$ cat src/rtl/vedic_mac_accum.sv
// Accumulates a run of unsigned 8-bit products from an upstream 4x4 multiplier
// into a saturating ACC_W-bit sum. The result is then held until the consumer
// takes it.
//
// state | meaning
// ------+----------------------------------------------------------------
// IDLE  | waiting for start; the last result stays visible on acc_o/sat_o
// ACCUM | accepting products (in_ready=1) until len products are summed
// DONE  | result valid (out_valid=1), held until out_ready
module vedic_mac_accum #(
   parameter int ACC_W = 12,
   parameter int LEN_W = 5
) (
   input  logic             clk,
   input  logic             reset,
   input  logic             start,
   input  logic [LEN_W-1:0] len,
   input  logic             in_valid,
   input  logic [7:0]       product,
   output logic             in_ready,
   output logic             out_valid,
   input  logic             out_ready,
   output logic [ACC_W-1:0] acc_o,
   output logic             sat_o,
   output logic             busy
);

   typedef enum logic [1:0] {
      IDLE  = 2'd0,
      ACCUM = 2'd1,
      DONE  = 2'd2
   } state_t;

   state_t           state;
   state_t           state_nxt;
   logic [ACC_W-1:0] acc;
   logic             sat;
   logic [LEN_W-1:0] count;
   logic [LEN_W-1:0] len_q;
   logic [ACC_W:0]   sum;
   logic             accept;
   logic             take;
   logic             last;

   // Carry bit of sum flags overflow; the clamp and the sticky flag both key off it.
   assign sum    = {1'b0, acc} + (ACC_W+1)'(product);
   assign accept = (state == IDLE) && start;
   assign take   = (state == ACCUM) && in_valid;
   assign last   = (count + LEN_W'(1)) == len_q;

   assign acc_o  = acc;
   assign sat_o  = sat;

   // State register.
   always_ff @(posedge clk or posedge reset) begin
      if (reset) state <= IDLE;
      else       state <= state_nxt;
   end

   // Next-state and status decode, all taken from the state register.
   always_comb begin
      state_nxt = state;
      in_ready  = 1'b0;
      out_valid = 1'b0;
      busy      = 1'b1;
      case (state)
         IDLE: begin
            busy = 1'b0;
            if (start) state_nxt = (len == '0) ? DONE : ACCUM;
         end
         ACCUM: begin
            in_ready = 1'b1;
            if (in_valid && last) state_nxt = DONE;
         end
         DONE: begin
            out_valid = 1'b1;
            if (out_ready) state_nxt = IDLE;
         end
         default: state_nxt = IDLE;
      endcase
   end

   // Datapath: clear on an accepted start, saturating add on each transfer.
   always_ff @(posedge clk or posedge reset) begin
      if (reset) begin
         acc   <= '0;
         sat   <= 1'b0;
         count <= '0;
         len_q <= '0;
      end else if (accept) begin
         acc   <= '0;
         sat   <= 1'b0;
         count <= '0;
         len_q <= len;
      end else if (take) begin
         acc   <= sum[ACC_W] ? '1 : sum[ACC_W-1:0];
         sat   <= sat | sum[ACC_W];
         count <= count + LEN_W'(1);
      end
   end

endmodule
$ cat config.mk
export PLATFORM = sky130hd
export DESIGN_NAME = vedic_mac_accum
export DESIGN_NICKNAME = d
export VERILOG_FILES = /design/src/rtl/vedic_mac_accum.sv
export SDC_FILE = /design/constraint.sdc
export NUM_CORES = 1
export LEC_CHECK = 0
export ABC_AREA = 1
export BUFFER_PORTS_ARGS = -buffer_cell sky130_fd_sc_hd__buf_2
export CAP_MARGIN = 10
export CORE_MARGIN = 5
export CORE_UTILIZATION = 40
export DETAILED_ROUTE_END_ITERATION = 16
export GPL_ROUTABILITY_DRIVEN = 0
export PLACE_DENSITY = 0.66
export SKIP_CTS_REPAIR_TIMING = 1
export SLEW_MARGIN = 15
export SYNTH_ARGS = -nofsm -noshare
export SYNTH_HDL_FRONTEND = slang
export SYNTH_SLANG_ARGS = --single-unit
$ cat constraint.sdc
create_clock -name clk -period 2 [get_ports clk]
set_input_delay 0.4 -clock clk [delete_from_list [all_inputs] [get_ports clk]]
set_output_delay 0.4 -clock clk [all_outputs]
set_load 0.005 [all_outputs]
==> reports/qor.yml <==
powerDensity_nw_per_um2: 1220
tightest_slew_ns: 0.317
status: "complete, no violations"
fin_skew_ns: 0.00450
dp_slack_ns: 0.0205
finish.utilization_pct: 48.9
hold_slack_ns: 0.164
cts_made_buffers: 3
total_power_mw: 2.40
ys.flop_type: "dfrtp_1"
switching_share_pct: 45.3
grt_pass1_wl_microns: 6750
finalHoldViolCount: 0
layout_commonest_cell: "nand2_1"
rows: 23
syn-cell-area_sq_um: 1670
power_leakage_nw: 1.12
portBuffers: 33
syn_inst: 227
antenna_found_initial: 0
root_buffer: "clkbuf_8"
num_io_pins: 34
vias: 1594
ys_ff_latch: 25
cts.clk_slew.worst_paths_ns: 0.09
routed_via_density: 5.06
setup_ws_ns: 0.160
start_util_pct: 41.6
crit_type: "reg -> reg"
yosysSeqAreaShare_pct: 37.4
fp.dieW_microns: 74.7
critPathCaptureType: "flip-flop"
drc: 0
report.final.slew_viol_count: 0
insertion_delay_ns: 0.27
slew_headroom_pct: 78.6
htree_levels: 1
place_inst: 308
layout-drive-gt1-share_pct: 20.8
crit_arrival_ns: 2.00
synth-async-reset-ratio_pct: 100
grt_pass1_vias: 1560
fin_cells: 315
synth.avg_cell_area_sq_um: 7.37
tns_ns: 0
p_int_mw: 1.32
hp-class: "in -> async"
design_area_sq_um: 1970
core-area_sq_um: 4030
cp_max_fo: 6
final_cell_mix: "nand2_1 (73), buf_2 (33), dfrtp_1 (25)"
grt_use_total_pct: 15.2
synth_nets: 255
grt_overflow_total: 0
setup_viol_count_final: 0
drt-total-wl_microns: 3800
dpl-instance-area_sq_um: 1890
tritoncts: "done"
diodes: 0
postRouteAntennaNets: 0
dp_hpwl_microns: 2880
worstSetupStartpointType: "flip-flop"
clock_power_share_pct: 12.6
grt_max_degree: 26
synth_edf_count: 0
areaGrowthSynthToFinish_pct: 17.6
yosys_warnings: 0
cap_violations: 0
switchingPower_mw: 1.09
clkSinkCount: 25
min_period_over_period_pct: 92.0
nets: 294
drt_pass1_iterations: 4
drt_iter0_markers: 74
yosysUniqueCellTypes: 29
peakVddDrop_mv: 0.545
die_area_sq_um: 5580
routedWlPerCell_microns: 12.0
fmax_mhz: 543
clk_path_buf_depth: 2
fin_crit_ns: 1.84
fp.dieH_microns: 74.7
power_frac_comb_pct: 50.4
critPathRequiredTime_ns: 2.16
pwr-share-seq_pct: 37.0
worst max-delay path, cell delays in order (launching register included):
cell and delay [ns]:
dfrtp_1 0.40, ha_1 0.21, fa_1 0.38, nand2_1 0.10, nand2_1 0.09, nand3_2 0.11
nand3_4 0.10, nand2_4 0.12, inv_4 0.06, a21oi_1 0.11, nand2_1 0.06
per-layer routing:
| metal | global-route usage [%] | vias up | part of all wire [%] |
|---|---|---|---|
| met1 | 18.8 | 729 | 44 |
| met4 | 4.94 | 0 | 0.42 |
| li1 | - | 822 | - |
| met2 | 27.1 | 41 | 49 |
| met5 | 0 | - | 0 |
| met3 | 2.40 | 2 | 6.4 |
cell usage after synthesis (2+ instances only):
cell type | number | share of area (%)
buf_2 | 2 | 0.60
inv_1 | 23 | 5.2
nor2_2 | 3 | 1.1
a21o_1 | 2 | 0.90
nand3_1 | 20 | 6.0
inv_2 | 2 | 0.45
nand4_1 | 7 | 2.6
ha_1 | 9 | 6.7
dfrtp_1 | 25 | 37
nand2_1 | 73 | 16
o22ai_1 | 3 | 1.1
nand2_4 | 3 | 2.0
nor2_1 | 15 | 3.4
o21ai_0 | 10 | 3.0
xnor2_1 | 3 | 1.6
a21oi_1 | 14 | 4.2
cell families (layout without fill, tap and decap cells):
logic type / after synthesis / count (layout) / share of synthesized area, %
buffers and inverters: 29 / 67 / 7.25
DFF: 25 / 25 / 37.4
adders and majority gates: 10 / 10 / 7.92
xor gates and xnor gates: 3 / 3 / 1.57
and+or+nand+nor: 128 / 128 / 35.2
AOI/OAI and AO/OA: 32 / 32 / 10.7
path summary, 6_finish.rpt:
path	start	to	slack, ns	cells past startpoint
worst min-delay path	reset	len_q[3]	0.16	3
worst max-delay path	acc_o[0]	acc_o[6]	0.16	10
max in group asynchronous	reset	acc_o[9]	1.59	3
worst max register to register	acc_o[0]	acc_o[6]	0.16	10
min in group clk	len[3]	len_q[3]	0.33	3
worst min register to register	sat_o	sat_o	0.50	2
sequential cells by signal, indices dropped and copies added, names as in the netlist:
register,cells
len_q,5
acc_o,12
count,5
sat_o,1
state,2
power by group through the flow:
stage	combinational (mW)	sequential, mW	clock [mW]
after global placement	1.18	0.894	0
final	1.21	0.889	0.303
after detailed placement	1.19	0.898	0
after global routing	1.42	0.926	0.332
after CTS	1.20	0.890	0.317
after floorplan	0.921	0.846	0
layout make-up:
cell class | instances | area, sq um
sequential | 25 | 626
multi-input combinational | 173 | 940
inverter | 26 | 100
fill | 416 | 2060
tap | 50 | 62.6
clock buffer | 4 | 45.0
timing repair buffer | 37 | 195
Note: power is estimated with default switching activity, not from simulation.
